**src/rtl/keypad_emulator_if.sv**
```systemverilog
// Key-press request channel between a request source and the keypad emulator.
interface keypad_emulator_if;
  logic       req_valid;
  logic [3:0] req_key;
  logic       req_ready;

  modport master (output req_valid, output req_key, input req_ready);
  modport slave  (input req_valid, input req_key, output req_ready);
endinterface

```
**src/rtl/keypad_emulator.sv**
```systemverilog
// Emulates one contact of a 4x4 matrix keypad: accepts a key code, then plays
// bounce-in, hold, bounce-out and a mandatory open gap onto the scanner's rows/cols.
module keypad_emulator #(
  parameter logic [31:0] HOLD_CYCLES   = 32'd2000000,
  parameter logic [31:0] BOUNCE_CYCLES = 32'd20000,
  parameter logic [31:0] GAP_CYCLES    = 32'd2000000,
  parameter logic        BOUNCE_EN     = 1'b1
) (
  input  logic               clk,
  input  logic               reset,
  keypad_emulator_if.slave   req,
  input  logic               abort,
  input  logic [3:0]         rows,
  output logic [3:0]         cols,
  output logic               busy,
  output logic               key_done
);

  typedef enum logic [2:0] {IDLE, BOUNCE_IN, HOLD, BOUNCE_OUT, GAP} state_t;

  localparam logic BOUNCE_ON = BOUNCE_EN && (BOUNCE_CYCLES != 32'd0);

  state_t      state_q, state_d;
  logic [31:0] cnt_q, cnt_d;
  logic [15:0] lfsr_q, lfsr_d;
  logic [3:0]  key_q, key_d;
  logic        contact_q, contact_d;
  logic [1:0]  row_idx, col_idx;

  always_comb begin
    lfsr_d  = {lfsr_q[14:0], lfsr_q[15] ^ lfsr_q[13] ^ lfsr_q[12] ^ lfsr_q[10]};
    state_d = state_q;
    key_d   = key_q;
    cnt_d   = cnt_q + 32'd1;
    case (state_q)
      IDLE: begin
        cnt_d = '0;
        if (req.req_valid) begin
          key_d   = req.req_key;
          state_d = BOUNCE_ON ? BOUNCE_IN : HOLD;
        end
      end
      BOUNCE_IN:  if (cnt_q == BOUNCE_CYCLES - 32'd1) state_d = HOLD;
      HOLD:       if (cnt_q == HOLD_CYCLES - 32'd1)   state_d = BOUNCE_ON ? BOUNCE_OUT : GAP;
      BOUNCE_OUT: if (cnt_q == BOUNCE_CYCLES - 32'd1) state_d = GAP;
      GAP:        if (cnt_q == GAP_CYCLES - 32'd1)    state_d = IDLE;
      default:    state_d = IDLE;
    endcase
    if (abort && (state_q == BOUNCE_IN || state_q == HOLD || state_q == BOUNCE_OUT))
      state_d = GAP;
    if (state_d != state_q)
      cnt_d = '0;

    // Contact is registered from next-state values so cols never glitches on decode.
    case (state_d)
      HOLD:       contact_d = 1'b1;
      BOUNCE_IN:  contact_d = (cnt_d == BOUNCE_CYCLES - 32'd1) ? 1'b1 : lfsr_d[0];
      BOUNCE_OUT: contact_d = (cnt_d == BOUNCE_CYCLES - 32'd1) ? 1'b0 : lfsr_d[0];
      default:    contact_d = 1'b0;
    endcase
  end

  always_ff @(posedge clk) begin
    if (!reset) begin
      state_q   <= IDLE;
      cnt_q     <= '0;
      lfsr_q    <= 16'hACE1;
      key_q     <= '0;
      contact_q <= 1'b0;
    end else begin
      state_q   <= state_d;
      cnt_q     <= cnt_d;
      lfsr_q    <= lfsr_d;
      key_q     <= key_d;
      contact_q <= contact_d;
    end
  end

  // Key code to matrix position: {row, col} of the active-low bits.
  always_comb begin
    case (key_q)
      4'd14:   {row_idx, col_idx} = 4'b00_11;
      4'd0:    {row_idx, col_idx} = 4'b00_10;
      4'd15:   {row_idx, col_idx} = 4'b00_01;
      4'd13:   {row_idx, col_idx} = 4'b00_00;
      4'd7:    {row_idx, col_idx} = 4'b01_11;
      4'd8:    {row_idx, col_idx} = 4'b01_10;
      4'd9:    {row_idx, col_idx} = 4'b01_01;
      4'd12:   {row_idx, col_idx} = 4'b01_00;
      4'd4:    {row_idx, col_idx} = 4'b10_11;
      4'd5:    {row_idx, col_idx} = 4'b10_10;
      4'd6:    {row_idx, col_idx} = 4'b10_01;
      4'd11:   {row_idx, col_idx} = 4'b10_00;
      4'd1:    {row_idx, col_idx} = 4'b11_11;
      4'd2:    {row_idx, col_idx} = 4'b11_10;
      4'd3:    {row_idx, col_idx} = 4'b11_01;
      default: {row_idx, col_idx} = 4'b11_00;
    endcase
  end

  always_comb begin
    cols = 4'b1111;
    if (contact_q && !rows[row_idx])
      cols[col_idx] = 1'b0;
  end

  assign busy          = (state_q != IDLE);
  assign req.req_ready = (state_q == IDLE);
  assign key_done      = (state_q == GAP) && (cnt_q == GAP_CYCLES - 32'd1);

endmodule

```
**src/flat_wrapper.sv**
```systemverilog
// flat-port wrapper written by rule: the top's interface ports become plain ports
module keypad_emulator_flat 
#(
  parameter logic [31:0] HOLD_CYCLES   = 32'd2000000,
  parameter logic [31:0] BOUNCE_CYCLES = 32'd20000,
  parameter logic [31:0] GAP_CYCLES    = 32'd2000000,
  parameter logic        BOUNCE_EN     = 1'b1
)
  (clk, reset, abort, rows, cols, busy, key_done, req_req_valid, req_req_key, req_req_ready);
  keypad_emulator_if req_i ();
  input  logic clk;
  input  logic reset;
  input  logic abort;
  input  logic [3:0] rows;
  output logic [3:0] cols;
  output logic busy;
  output logic key_done;
  input wire logic [$bits(req_i.req_valid)-1:0] req_req_valid;
  input wire logic [$bits(req_i.req_key)-1:0] req_req_key;
  output wire logic [$bits(req_i.req_ready)-1:0] req_req_ready;
  assign req_i.req_valid = req_req_valid;
  assign req_i.req_key = req_req_key;
  assign req_req_ready = req_i.req_ready;
  keypad_emulator #(.HOLD_CYCLES(HOLD_CYCLES), .BOUNCE_CYCLES(BOUNCE_CYCLES), .GAP_CYCLES(GAP_CYCLES), .BOUNCE_EN(BOUNCE_EN)) u_core (.clk(clk), .reset(reset), .req(req_i), .abort(abort), .rows(rows), .cols(cols), .busy(busy), .key_done(key_done));
endmodule
```
**config.mk**
```make
export PLATFORM = sky130hd
export DESIGN_NAME = keypad_emulator_flat
export DESIGN_NICKNAME = d
export VERILOG_FILES = /design/src/rtl/keypad_emulator_if.sv /design/src/rtl/keypad_emulator.sv /design/src/flat_wrapper.sv
export SDC_FILE = /design/constraint.sdc
export NUM_CORES = 1
export LEC_CHECK = 0
export ABC_AREA = 1
export CAP_MARGIN = 0
export CORE_UTILIZATION = 60
export DETAILED_ROUTE_END_ITERATION = 8
export GPL_TIMING_DRIVEN = 0
export PLACE_DENSITY = 0.8
export SYNTH_ARGS = -nofsm -noshare
export SYNTH_HDL_FRONTEND = slang
export SYNTH_SLANG_ARGS = --single-unit
```
**constraint.sdc**
```tcl
create_clock -name clk -period 4 [get_ports clk]
set_clock_uncertainty 0.15 [all_clocks]
set_input_delay 0.8 -clock clk [delete_from_list [all_inputs] [get_ports clk]]
set_output_delay 0.8 -clock clk [all_outputs]
set_load 0.01 [all_outputs]
```
==> impl_metrics.yaml, run 1 <==
run_status:
  status: "completed"
synth:
  yosys.area.top_type: "dfxtp_1"
  syn_nets: 536
  synth_area_leaders: "dfxtp_1, nand2_1, nor2_1"
  syn_area_per_cell_um2: 6.47
  yosysSeqAreaShare_pct: 35.5
  synthCells: 523
  synth_async_sr_flop_share_pct: 0
  synth_edf_count: 0
  ys_warn_count: 0
  yosys_most_used_dff: "dfxtp_1"
  synthesis.area_mm2: 0.00339
  netlist-cell-type-count: 36
  synth_top_area_share_pct: 35.5
  ys_seq_elements: 60
power_and_ir_drop:
  p_per_area_mw_per_mm2: 346
  intPower_mw: 0.922
  comb_power_share_pct: 14.2
  switchingPower_mw: 0.402
  leakage_nw: 1.61
  clkPwrFrac_pct: 37.5
  ir_worst_vdd_v: 0.000313
  pwr-share-seq_pct: 48.3
  switching_share_pct: 30.4
cells_and_area:
  nets: 565
  antenna_cells: 0
  final_util_pct: 72.7
  mostFrequentLayoutCell: "nand2_1"
  drive_above_1_share_pct: 12.9
  syn_to_final_growth_pct: 13.1
  layout_common_cells: "nand2_1, nor2_1, inv_1"
clocking:
  postCtsSetupRepairBufs: 0
  cts_max_path_buffers: 2
  htree_levels: 3
  cts_made_buffers: 9
  clk_pin_slew_ns: 0.08
  cts_hold_buf: 0
  ctsResizeCount: 0
  clock-sinks: 60
  cts_tree: "built"
  cts_root_buffer: "clkbuf_8"
  clk_latency_ns: 0.36
place:
  hpwl_mm: 6.57
  portBuffers: 18
  place.gp.congestion: 0.955
floorplanning:
  dieWidth_um: 77.1
  die_h_um: 77.1
  io_pins: 19
  num_rows: 26
  die_area_mm2: 0.00595
  coreArea_mm2: 0.00527
  initial_utilization_pct: 64.2
global_route:
  grt_pass1_vias: 3074
  grt_first_pass_wirelength_mm: 14.1
  overflow: 0
  grtUsageTotal_pct: 30.9
  grt_start_max_net_pins: 13
  antenna_found_initial: 0
timing:
  hold_violations: 0
  finalSetupTns_ns: 0
  finalMaxSlewViolations: 0
  fin_crit_sh_pct: 85.2
  holdWs_ns: 0.262
  layout_min_cycle_time_ns: 3.41
  slew_headroom_pct: 66.5
  grt_setup_unrepaired: "no"
  setup_violations: 0
  fmax_mhz: 293
  worst_pin_slew_ns: 0.497
detailed_routing:
  dr.pass1.iters: 5
  viasPerCell: 5.37
  drtAntennaViolNets: 0
  routedWlPerCell_um: 13.5
  routed_wl_mm: 8.48
  vias: 3367
  drt_iter0_drc: 201
  drc: 0
setup_path:
  critical_path.top_delay_family: "simple AND/OR/NAND/NOR gates"
  path_buf_inv: 1
  rrSetupSlack_ns: 1.24
  cp_cell_sequence: "ha_1 > nand2_2 > nor2_4 > nand3_2 > nor2_2 > nand2_1 > nor3_1 > clkdlybuf4s50_1"
  worstSetupStartpointType: "flip-flop"
  max_stage_delay_ns: 0.57
  crit_arrival_ns: 2.46
  endpoint_kind: "primary output"
  cp.required_ns: 3.05
  worstPathMaxFanout: 4
  cp_slowest_cell: "clkdlybuf4s50_1"
  critPathKind: "reg -> out"
flow_run:
  max_cap_viol_count: 0
min_path:
  min_path_type: "reg -> reg"
==> path summary, 6_finish.rpt <==
path                                start                      endpoint  cells after the start
max            u_core.cnt_q[0]$_SDFF_PN0_                      key_done                      8
min          u_core.lfsr_q[11]$_SDFF_PN1_  u_core.lfsr_q[12]$_SDFF_PN0_                      2
max reg2reg    u_core.cnt_q[0]$_SDFF_PN0_   u_core.contact_q$_SDFF_PN0_                     15
min reg2reg  u_core.lfsr_q[11]$_SDFF_PN1_  u_core.lfsr_q[12]$_SDFF_PN0_                      2
==> kinds of logic (layout without fill, tap and decap cells) <==
kind of cell    Yosys count  in the layout  share of synthesized area [%]
flops                    60             60                           35.5
buf+inv                  81            115                           9.28
compound gates           30             30                           5.62
fa+ha+maj                 1              1                          0.369
xor+xnor                 14             14                           3.62
simple gates            337            337                           45.6
==> cells in the mapped netlist, types with 4 or more instances <==
cell	count
nand3_2	8
nand3_1	29
o211ai_1	4
nand2_1	136
xnor2_1	4
nor3_1	17
xor2_1	10
nand4_1	8
inv_1	69
nand2_2	13
o21ai_0	8
or2_2	7
nor2_4	4
a21oi_1	6
inv_2	7
nor2_2	7
nor2_1	100
dfxtp_1	60
==> tightest hold or removal path: stages, from the launching register on <==
cell and delay (ns):
dfxtp_1 0.31, nand2_1 0.05, inv_1 0.04
==> final cells by class <==
type	count	area, µm²
plain buffers	5	28.8
clock buffers	9	124
clock inverters	7	52.6
fillers	456	1440
inverters	76	285
multi-input cells	382	1870
flip-flops and latches	60	1200
well taps	70	87.6
repair buffers	18	180
==> routing by layer <==
metal	track usage, %	wire length [µm]
met1	40.8	3810
met2	48.0	3740
met3	5.48	638
met4	15.7	289
met5	0	0
==> registers in the layout, indices dropped and copies added (netlist names) <==
| register | cells |
|---|---|
| u_core.row_idx | 2 |
| u_core.state_q | 3 |
| u_core.col_idx | 2 |
| u_core.contact_q | 1 |
| u_core.key_q | 4 |
| u_core.lfsr_q | 16 |
| u_core.cnt_q | 32 |
==> metrics by stage <==
step	setup slack (ns)	power (mW)	cells	instance area, µm²
after floorplan	1.65	0.781	523	3390
final	0.592	1.32	627	3830
after global routing	0.436	1.38	627	3830
after detailed placement	0.587	0.838	611	3650
after CTS	0.584	1.33	627	3830
after global placement	0.602	0.831	611	3650
==> power groups by stage <==
stage | clock network [mW] | registers [mW] | logic [mW]
2_1_floorplan | 0 | 0.649 | 0.132
3_3_place_gp | 0 | 0.652 | 0.180
3_5_place_dp | 0 | 0.653 | 0.184
4_1_cts | 0.503 | 0.639 | 0.186
5_1_grt | 0.525 | 0.643 | 0.209
6_report | 0.497 | 0.639 | 0.187
Note: power is estimated with default switching activity, not from simulation.
==> run 2: changes to the inputs <==
Settings changed: MAX_ROUTING_LAYER set to met4.
==> run 2 against run 1 <==
Against the previous run: count of clock-buffer cells in the layout stayed put; clock power is 2% lower; first-iteration DRC count is 23% higher; setup slack worse by 0.028 ns; global-route usage is 0.18 points higher; sequential power hardly changed; sequential share of layout area hardly changed; wire length is 1.2% lower.
==> impl_metrics.yaml, run 2 (synthesized netlist as in run 1, its figures left out) <==
run_status:
  status: "completed"
clocking:
  cts_hold_buf: 0
  clock-sinks: 60
  clk_latency_ns: 0.35
  clk_pin_slew_ns: 0.07
  postCtsSetupRepairBufs: 0
  cts_made_buffers: 9
  htree_levels: 3
  cts_tree: "built"
  ctsResizeCount: 0
  cts_max_path_buffers: 2
  cts_root_buffer: "clkbuf_8"
global_route:
  grt_start_max_net_pins: 13
  grt_pass1_vias: 3016
  grtUsageTotal_pct: 31.1
  overflow: 0
  grt_first_pass_wirelength_mm: 13.8
  antenna_found_initial: 0
detailed_routing:
  drtAntennaViolNets: 0
  drt_iter0_drc: 248
  drc: 0
  viasPerCell: 5.18
  dr.pass1.iters: 5
  routedWlPerCell_um: 13.4
  routed_wl_mm: 8.38
  vias: 3249
setup_path:
  crit_end: "key_done"
  worstSetupStartpointType: "flip-flop"
  cp.required_ns: 3.05
  r2r-start: "u_core.cnt_q[0]$_SDFF_PN0_"
  max_stage_delay_ns: 0.55
  path_buf_inv: 1
  cp_slowest_cell: "clkdlybuf4s50_1"
  r2r_end: "u_core.contact_q$_SDFF_PN0_"
  critical_path.top_delay_family: "simple AND/OR/NAND/NOR gates"
  rr_worst_depth: 19
  endpoint_kind: "primary output"
  crit_cells: 8
  critPathKind: "reg -> out"
  cp_cell_sequence: "ha_1 > nand2_2 > nor2_4 > nand3_2 > nor2_2 > nand2_1 > nor3_1 > clkdlybuf4s50_1"
  crit_path_start: "u_core.cnt_q[0]$_SDFF_PN0_"
  worstPathMaxFanout: 4
  crit_arrival_ns: 2.49
  rrSetupSlack_ns: 1.25
timing:
  worst_pin_slew_ns: 0.495
  finalSetupTns_ns: 0
  slew_headroom_pct: 66.7
  setup_violations: 0
  layout_min_cycle_time_ns: 3.44
  fmax_mhz: 291
  fin_crit_sh_pct: 85.9
  finalWorstSetupSlack_ns: 0.564
  holdWs_ns: 0.265
  grt_setup_unrepaired: "no"
  hold_violations: 0
  finalMaxSlewViolations: 0
power_and_ir_drop:
  leakage_nw: 1.61
  p_per_area_mw_per_mm2: 344
  switchingPower_mw: 0.393
  intPower_mw: 0.922
  ir_worst_vdd_v: 0.000335
  switching_share_pct: 29.9
  clkPwrFrac_pct: 37.2
  pwr-share-seq_pct: 48.6
  comb_power_share_pct: 14.2
place:
  placed_cells: 611
  place_ws_ns: 0.587
  hpwl_mm: 6.62
  place.gp.congestion: 0.950
  portBuffers: 18
  place_area_mm2: 0.00365
cells_and_area:
  top_regs: "u_core.cnt_q (32), u_core.lfsr_q (16), u_core.key_q (4)"
  antenna_cells: 0
  nets: 565
  mostFrequentLayoutCell: "nand2_1"
  final_cell_area_mm2: 0.00383
  syn_to_final_growth_pct: 13.1
  largest_reg_flops: 32
  final_cells: 627
  top_register: "u_core.cnt_q"
  layout_common_cells: "nand2_1, nor2_1, inv_1"
  drive_above_1_share_pct: 12.9
floorplanning:
  num_rows: 26
  dieWidth_um: 77.1
  initial_utilization_pct: 64.2
  coreArea_mm2: 0.00527
  die_h_um: 77.1
  io_pins: 19
  die_area_mm2: 0.00595
min_path:
  min_path_type: "reg -> reg"
  whs_path_depth: 2
flow_run:
  max_cap_viol_count: 0
run 2: worst min path at each step:
| stage | slack (ns) | end | from |
|---|---|---|---|
| floorplan | 0.24 | u_core.lfsr_q[12]$_SDFF_PN0_ | u_core.lfsr_q[11]$_SDFF_PN1_ |
| global placement | 0.24 | u_core.lfsr_q[4]$_SDFF_PN0_ | u_core.lfsr_q[3]$_SDFF_PN0_ |
| detailed placement | 0.25 | u_core.lfsr_q[4]$_SDFF_PN0_ | u_core.lfsr_q[3]$_SDFF_PN0_ |
| CTS | 0.27 | u_core.lfsr_q[4]$_SDFF_PN0_ | u_core.lfsr_q[3]$_SDFF_PN0_ |
| global route | 0.27 | u_core.lfsr_q[6]$_SDFF_PN1_ | u_core.lfsr_q[5]$_SDFF_PN1_ |
| finish | 0.27 | u_core.lfsr_q[4]$_SDFF_PN0_ | u_core.lfsr_q[3]$_SDFF_PN0_ |
run 2: per-stage QoR:
stage | total power, mW | utilization [%]
6_report | 1.32 | 72.6
3_3_place_gp | 0.829 | 69.3
2_1_floorplan | 0.781 | -
4_1_cts | 1.32 | 72.6
3_5_place_dp | 0.837 | 69.3
5_1_grt | 1.37 | 72.6
run 2: cell type report:
| cell class | count | area [µm²] |
|---|---|---|
| Timing Repair Buffer | 18 | 180 |
| Clock buffer | 9 | 124 |
| Fill cell | 472 | 1440 |
| Inverter | 76 | 285 |
| Tap cell | 70 | 87.6 |
| Multi-Input combinational cell | 382 | 1870 |
| Clock inverter | 7 | 51.3 |
| Buffer | 5 | 28.8 |
| Sequential cell | 60 | 1200 |
run 2: metal layers:
metal  GRT usage [%]  routed length [µm]  vias to the layer above  share of wire (%)
li1                -                   -                     1687                  -
met1            39.2                3980                     1457                 47
met2            49.4                3830                       90                 46
met3            4.29                 418                       15                5.0
met4            13.6                 155                        0                1.8
met5               -                   0                        -                  0
run 2: worst reg2reg max path: stages, from the launching register on:
cell and delay [ns]:
dfxtp_1 0.40, ha_1 0.28, nand2_2 0.10, nor2_4 0.19, nand3_2 0.11, nor2_2 0.25
nand2_1 0.11, nand2_1 0.08, nand3_2 0.08, nand2_2 0.11, nand2_2 0.06, nand2_2 0.08
inv_2 0.06, nor2_8 0.11, nand3_2 0.08, nor2_2 0.10, nand3_1 0.08, nand2_1 0.09
nand3_2 0.08, a21oi_2 0.12
run 2: power by group through the flow:
stage               sequential (mW)  combinational [mW]  clock, mW
floorplan                     0.649               0.132          0
global placement              0.651               0.177          0
detailed placement            0.653               0.184          0
CTS                           0.639               0.186      0.492
global route                  0.642               0.209      0.523
finish                        0.639               0.187      0.489
